==> src/rtl/pattern_serializer.sv <==
// MSB-first serializer: loads pattern[len-1:0] and shifts it out one bit per clock.
// Define SERIALIZER_PARITY_EN to append an even-parity bit after the data bits.
module pattern_serializer #(
    parameter int MAX_LEN = 16,
    parameter int CNT_W   = $clog2(MAX_LEN + 1)
) (
    input  logic               clk,
    input  logic               rst,
    input  logic               load,
    input  logic [MAX_LEN-1:0] pattern,
    input  logic [CNT_W-1:0]   len,
    output logic               ready,
    output logic               o,
    output logic               o_valid,
    output logic               done
);

`ifdef SERIALIZER_PARITY_EN
    typedef enum logic [1:0] {IDLE, SHIFT, PARITY, DONE} state_t;
`else
    typedef enum logic [1:0] {IDLE, SHIFT, DONE} state_t;
`endif

    state_t             state, state_n;
    logic [MAX_LEN-1:0] sreg, sreg_n;
    logic [CNT_W-1:0]   cnt, cnt_n;
    logic               o_n, o_valid_n, done_n;
    logic [CNT_W-1:0]   eff_len;
    logic [MAX_LEN-1:0] aligned;
`ifdef SERIALIZER_PARITY_EN
    logic               par, par_n;
`endif

    assign ready = (state == IDLE);

    always_ff @(posedge clk or posedge rst) begin
        if (rst) begin
            state   <= IDLE;
            sreg    <= '0;
            cnt     <= '0;
            o       <= 1'b0;
            o_valid <= 1'b0;
            done    <= 1'b0;
`ifdef SERIALIZER_PARITY_EN
            par     <= 1'b0;
`endif
        end else begin
            state   <= state_n;
            sreg    <= sreg_n;
            cnt     <= cnt_n;
            o       <= o_n;
            o_valid <= o_valid_n;
            done    <= done_n;
`ifdef SERIALIZER_PARITY_EN
            par     <= par_n;
`endif
        end
    end

    always_comb begin
        eff_len   = (len > CNT_W'(MAX_LEN)) ? CNT_W'(MAX_LEN) : len;
        // Left-justify the valid field so the next bit is always the register MSB.
        aligned   = pattern << (CNT_W'(MAX_LEN) - eff_len);
        state_n   = state;
        sreg_n    = sreg;
        cnt_n     = cnt;
        o_n       = 1'b0;
        o_valid_n = 1'b0;
        done_n    = 1'b0;
`ifdef SERIALIZER_PARITY_EN
        par_n     = par;
`endif
        case (state)
            IDLE: begin
                if (load && (len != '0)) begin
                    state_n   = SHIFT;
                    o_n       = aligned[MAX_LEN-1];
                    o_valid_n = 1'b1;
                    sreg_n    = aligned << 1;
                    cnt_n     = eff_len - CNT_W'(1);
`ifdef SERIALIZER_PARITY_EN
                    par_n     = aligned[MAX_LEN-1];
`endif
                end
            end
            SHIFT: begin
                // cnt holds the number of bits still to present after the current one.
                if (cnt != '0) begin
                    o_n       = sreg[MAX_LEN-1];
                    o_valid_n = 1'b1;
                    sreg_n    = sreg << 1;
                    cnt_n     = cnt - CNT_W'(1);
`ifdef SERIALIZER_PARITY_EN
                    par_n     = par ^ sreg[MAX_LEN-1];
`endif
                end else begin
`ifdef SERIALIZER_PARITY_EN
                    state_n   = PARITY;
                    o_n       = par;
                    o_valid_n = 1'b1;
`else
                    state_n   = DONE;
                    done_n    = 1'b1;
`endif
                end
            end
`ifdef SERIALIZER_PARITY_EN
            PARITY: begin
                state_n = DONE;
                done_n  = 1'b1;
            end
`endif
            DONE: begin
                state_n = IDLE;
            end
            default: begin
                state_n = IDLE;
            end
        endcase
    end

endmodule

==> config.mk <==
export PLATFORM = sky130hd
export DESIGN_NAME = pattern_serializer
export DESIGN_NICKNAME = d
export VERILOG_FILES = /design/src/rtl/pattern_serializer.sv
export SDC_FILE = /design/constraint.sdc
export NUM_CORES = 1
export LEC_CHECK = 0
export ABC_AREA = 1
export CAP_MARGIN = 25
export CORE_ASPECT_RATIO = 1.1
export CORE_MARGIN = 2
export CORE_UTILIZATION = 45
export CTS_CLUSTER_DIAMETER = 30
export DETAILED_ROUTE_END_ITERATION = 16
export PLACE_DENSITY_LB_ADDON = 0.15
export SLEW_MARGIN = 0
export SYNTH_ARGS = -nofsm -noshare
export SYNTH_HDL_FRONTEND = slang
export SYNTH_SLANG_ARGS = --single-unit
==> constraint.sdc <==
create_clock -name clk -period 2.9 [get_ports clk]
set_input_delay 0.58 -clock clk [delete_from_list [all_inputs] [get_ports clk]]
set_output_delay 0.58 -clock clk [all_outputs]
set_load 0.02 [all_outputs]
==> results.yml, run 1 <==
synth:
  yosys.area_share.simple_pct: 44.4
  synth-compound-area-share_pct: 10.9
  ys_seq_area_share_pct: 30.2
  synth_cell_types: 32
  synth_ff_type: "dfrtp_1"
  synth_top_area_share_pct: 30.2
  synth_top_family_by_area: "simple AND/OR/NAND/NOR gates"
  ys.warnings.count: 0
  ys_ff_latch: 25
  synth_nets: 342
  synth_top_area_cell: "dfrtp_1"
  synth_edf_count: 0
  synth_mux_area_share_pct: 0
  syn_avg_cell_area_um2: 6.56
  synthArstFlopShare_pct: 100
  syn-cell-area_um2: 2070
  synth_area_leaders: "dfrtp_1, nand3_1, nand2_1"
  synth-xor-area-share_pct: 1.27
  synth_fa_ha_area_share_pct: 1.21
  synth_cells: 316
routing:
  routedWlPerCell_um: 13.4
  viasPerCell: 5.43
  ant_nets: 0
  routed_wl_um: 5250
  post-route-drc-count: 0
  vias: 2133
  drt_iter0_drc: 84
  dr.pass1.iters: 4
die:
  io_pins: 28
  start_util_pct: 47.3
  fp.dieArea_um2: 5170
  fp-row-count: 25
  die_y_um: 75.2
  die_width_um: 68.7
  core_um2: 4380
timing:
  skew_ns: 0.00970
  slew_headroom_pct: 77.0
  period_minus_slack_ns: 2.53
  finalSetupViolCount: 0
  fin_crit_sh_pct: 87.3
  fmax_mhz: 395
  rsz0062_at_grt: "no"
  tightest_slew_ns: 0.345
  hold_viol: 0
  drv_slew: 0
  setup_tns_ns: 0
  hold_ws_ns: 0.526
  layout_setup_ws_ns: 0.367
placement:
  gp_congestion: 1.00
  dpl.cell_count: 389
  dpl_worst_slack_ns: 0.0456
  io_buffers: 27
  placed_cell_area_um2: 2350
  post-dp-hpwl_um: 4060
global_route:
  grt_use_total_pct: 22.0
  grt_max_degree: 26
  antenna_found_initial: 0
  grt_pass1_wl_um: 8660
  grt_pass1_vias: 2027
  globalRoute.totalOverflow: 0
worst_setup_path:
  cpMaxStageDelayCell: "clkdlybuf4s50_1"
  slowest_delay_ns: 0.45
  worstPathArrival_ns: 2.73
  crit_required_ns: 3.10
  worstSetupEndpointType: "register"
  reg2reg_depth: 10
  crit_fanout: 7
  crit_type: "in -> reg"
  cp-start-kind: "input pin"
  path_cells: "clkdlybuf4s50_1, nor2_2, nand2_2, nand2_4, nand2_2, ha_1, nand4_1, o21ai_2, nor2_4, inv_2, nor2_2, buf_4, nand4_1, a21oi_1"
  ff2ff_setup_slack_ns: 1.02
clocking:
  clkLatencyLatePin_ns: 0.27
  cts.sinks: 25
  clkTransAtPathRegs_ns: 0.09
  cts_resized: 0
  clk_path_buf_depth: 2
  cts-root-buf: "clkbuf_8"
  post_cts_buffers: 0
  cts_tree: "built"
  htree_levels: 1
  numCtsBuffers: 3
  hold_buffers: 0
cells_and_area:
  multi_input_area_um2: 1200
  n_antenna_cell: 0
  fin_area_um2: 2400
  layout.nets: 366
  final_cells: 393
  nFillCells: 456
  drive_above_1_share_pct: 11.2
  ff_latch_area_um2: 626
  area_delta_synth_final_pct: 15.8
  mostFrequentLayoutCells: "nand3_1, nand2_1, inv_1"
  fin_util_pct: 54.8
  layout_commonest_cell: "nand3_1"
pwr:
  p_leak_nw: 1.16
  peakVddDrop_v: 0.000396
  powerDensity_nw_per_um2: 822
  total_power_mw: 1.97
min_path:
  hp-class: "reg -> reg"
  hold_depth: 2
run_status:
  run_status: "finished, final reports clean"
flow_run:
  drv_cap: 0
==> cells in the mapped netlist, drive strengths merged, types with 3 or more instances <==
cell and count:
nand3 86, nand2 78, inv 33, a21oi 25, dfrtp 25, nor2 23, buf 15, o21ai 10
nand4 3, o22ai 3, or2 3
==> critical path, delay by kind of cell <==
kind | cells | cell delay (ns)
AND/OR/NAND/NOR | 8 | 0.95
buffers and inverters | 3 | 0.70
AO/OA/AOI/OAI | 2 | 0.25
adder cells (fa/ha/maj) | 1 | 0.25
==> layout make-up <==
class / instances / area share, %
multi-input combinational: 241 / 49.9
sequential: 25 / 26.1
timing repair buffer: 35 / 13.8
inverter: 34 / 5.42
tap: 54 / 2.82
clock buffer: 3 / 1.72
clock inverter: 1 / 0.313
==> flip-flops by register name, summed over array words and instances (netlist names) <==
register and cells:
sreg 15, cnt 5, state 2, done 1, o 1, o_valid 1
==> power breakdown <==
group	total, mW	internal (mW)	switching, mW	leakage [nW]
Sequential	0.607	0.521	0.0859	0.303
Combinational	1.16	0.449	0.707	0.832
Clock	0.211	0.0974	0.113	0.0217
Total	1.97	1.07	0.906	1.16
==> final timing paths <==
check                                startpoint                    to
setup reg to reg           state[1]$_DFFE_PP0P_  sreg[14]$_DFFE_PP0P_
hold / removal              sreg[1]$_DFFE_PP0P_   sreg[1]$_DFFE_PP0P_
max in group asynchronous                   rst   sreg[6]$_DFFE_PP0P_
hold reg to reg             sreg[1]$_DFFE_PP0P_   sreg[1]$_DFFE_PP0P_
min in group asynchronous                   rst    cnt[2]$_DFFE_PP0P_
setup / recovery                         len[1]   sreg[3]$_DFFE_PP0P_
==> per-layer routing <==
layer / part of all wire (%) / routed length, um / global-route usage, % / vias to the layer above
li1: - / - / - / 1098
met1: 43 / 2260 / 25.0 / 977
met2: 52 / 2710 / 41.8 / 46
met3: 3.0 / 160 / 3.44 / 12
met4: 2.2 / 114 / 6.54 / 0
met5: 0 / 0 / 0 / -
==> kinds of logic after synthesis <==
group,Yosys count
adder cells (fa/ha/maj),2
buffers and inverters,50
XOR/XNOR,3
flip-flops,25
AO/OA/AOI/OAI,41
AND/OR/NAND/NOR,195
(Power assumes the default switching activity.)
==> inputs of run 2 (changes only) <==
--- a/config.mk
+++ b/config.mk
@@ -12,6 +12,7 @@
 export CORE_UTILIZATION = 45
 export CTS_CLUSTER_DIAMETER = 30
 export DETAILED_ROUTE_END_ITERATION = 16
+export HOLD_SLACK_MARGIN = 0.03
 export PLACE_DENSITY_LB_ADDON = 0.15
 export SLEW_MARGIN = 0
 export SYNTH_ARGS = -nofsm -noshare
==> results of run 2 <==
Same layout as run 1: the final DEF is identical, and so are final timing and power.
==> inputs of run 3 (changes only) <==
--- a/config.mk
+++ b/config.mk
@@ -13,7 +13,7 @@
 export CTS_CLUSTER_DIAMETER = 30
 export DETAILED_ROUTE_END_ITERATION = 16
 export HOLD_SLACK_MARGIN = 0.03
-export PLACE_DENSITY_LB_ADDON = 0.15
+export PLACE_DENSITY = 0.67
 export SLEW_MARGIN = 0
 export SYNTH_ARGS = -nofsm -noshare
 export SYNTH_HDL_FRONTEND = slang
==> results.yml, run 3 (synthesized netlist as in run 1, its figures left out) <==
timing:
  layout_setup_ws_ns: 0.343
  finalSetupViolCount: 0
  period_minus_slack_ns: 2.56
  slew_headroom_pct: 59.3
  fmax_mhz: 391
  setup_tns_ns: 0
  skew_ns: 0.00792
  drv_slew: 0
  fin_crit_sh_pct: 88.2
  rsz0062_at_grt: "no"
  tightest_slew_ns: 0.610
  hold_viol: 0
clocking:
  cts_tree: "built"
  cts-root-buf: "clkbuf_8"
  hold_buffers: 0
  cts_resized: 0
  cts.sinks: 25
  clkLatencyLatePin_ns: 0.27
  clkTransAtPathRegs_ns: 0.09
  post_cts_buffers: 0
  numCtsBuffers: 3
  htree_levels: 1
  clk_path_buf_depth: 2
global_route:
  grt_pass1_wl_um: 8630
  grt_max_degree: 23
  grt_pass1_vias: 1869
  antenna_found_initial: 0
  globalRoute.totalOverflow: 0
  grt_use_total_pct: 21.7
worst_setup_path:
  crit_fanout: 8
  worstSetupEndpointType: "register"
  crit_required_ns: 3.10
  r2r-end: "sreg[14]$_DFFE_PP0P_"
  startpoint: "len[1]"
  ff2ff_setup_slack_ns: 0.88
  cp-start-kind: "input pin"
  crit_type: "in -> reg"
  rr_startpoint: "state[1]$_DFFE_PP0P_"
  reg2reg_depth: 10
  worstPathArrival_ns: 2.76
routing:
  drt_iter0_drc: 184
  viasPerCell: 5.29
  dr.pass1.iters: 4
  routedWlPerCell_um: 12.6
  post-route-drc-count: 0
  ant_nets: 0
  vias: 2073
  routed_wl_um: 4950
cells_and_area:
  drive_above_1_share_pct: 10.7
  area_delta_synth_final_pct: 15.2
  largest_reg_flops: 15
  n_antenna_cell: 0
  mostFrequentLayoutCells: "nand3_1, nand2_1, inv_1"
  reg.largest.list: "sreg x15, cnt x5, state x2"
  layout.nets: 365
  regMostFlops: "sreg"
  layout_commonest_cell: "nand3_1"
  nFillCells: 462
placement:
  dpl_worst_slack_ns: 0.0620
  gp_congestion: 0.910
  io_buffers: 27
  post-dp-hpwl_um: 3850
pwr:
  powerDensity_nw_per_um2: 811
  peakVddDrop_v: 0.000285
  p_leak_nw: 1.15
die:
  io_pins: 28
  die_width_um: 68.7
  die_y_um: 75.2
  start_util_pct: 47.3
  fp.dieArea_um2: 5170
  fp-row-count: 25
  core_um2: 4380
flow_run:
  drv_cap: 0
min_path:
  whs_endpoint: "sreg[1]$_DFFE_PP0P_"
  hold_depth: 2
  hp-class: "reg -> reg"
  hp-start: "sreg[1]$_DFFE_PP0P_"
run_status:
  run_status: "finished, final reports clean"
## run 3: changes by cell type in the layout (fill, tap and decap cells not counted), sizes merged
cell,previous run,this run
buf,8,7
clkbuf,3,4
clkinvlp,1,0
## run 3: where the power goes
group / internal, mW / total [mW] / switching [mW]
logic: 0.437 / 1.13 / 0.695
registers: 0.521 / 0.603 / 0.0815
clock network: 0.0982 / 0.203 / 0.105
total: 1.06 / 1.94 / 0.882
## run 3: layout make-up
cell class                      count  area, um2  area share (%)
Clock buffer                        4       45.0            1.89
Inverter                           34        130            5.45
Multi-Input combinational cell    241       1200            50.1
Sequential cell                    25        626            26.2
Tap cell                           54       67.6            2.83
Timing Repair Buffer               34        323            13.5
## run 3: critical path, cell delays in order
cell and delay, ns:
clkdlybuf4s50_1 0.47, nor2_2 0.17, nand2_2 0.10, nand2_4 0.08, nand2_2 0.05, ha_1 0.25
nand4_1 0.12, o21ai_2 0.09, nor2_4 0.12, inv_2 0.06, nor2_2 0.24, buf_4 0.18
nand4_1 0.07, a21oi_1 0.14
## run 3: per-stage QoR
stage,cell area [um2],util (%),hold slack (ns),instances,power (mW)
after global placement,2340,53.5,0.476,388,1.73
after global routing,2390,54.5,0.543,392,2.15
after detailed placement,2340,53.5,0.477,388,1.75
after floorplan,2070,-,0.447,316,1.51
after CTS,2390,54.5,0.506,392,1.95
final,2390,54.5,0.501,392,1.94
## run 3: layer usage
metal	track usage, %	part of all wire [%]
met3	1.94	3.4
met5	0	0
met4	6.10	1.1
met1	31.3	48
met2	34.5	47
## run 3: worst max path at each step
stage	cells past startpoint	endpoint	slack, ns
final	14	sreg[3]$_DFFE_PP0P_	0.34
after global routing	14	sreg[3]$_DFFE_PP0P_	0.18
after CTS	14	sreg[3]$_DFFE_PP0P_	0.33
after detailed placement	14	sreg[3]$_DFFE_PP0P_	0.06
after global placement	14	sreg[3]$_DFFE_PP0P_	0.19
after floorplan	16	sreg[15]$_DFFE_PP0P_	0.44
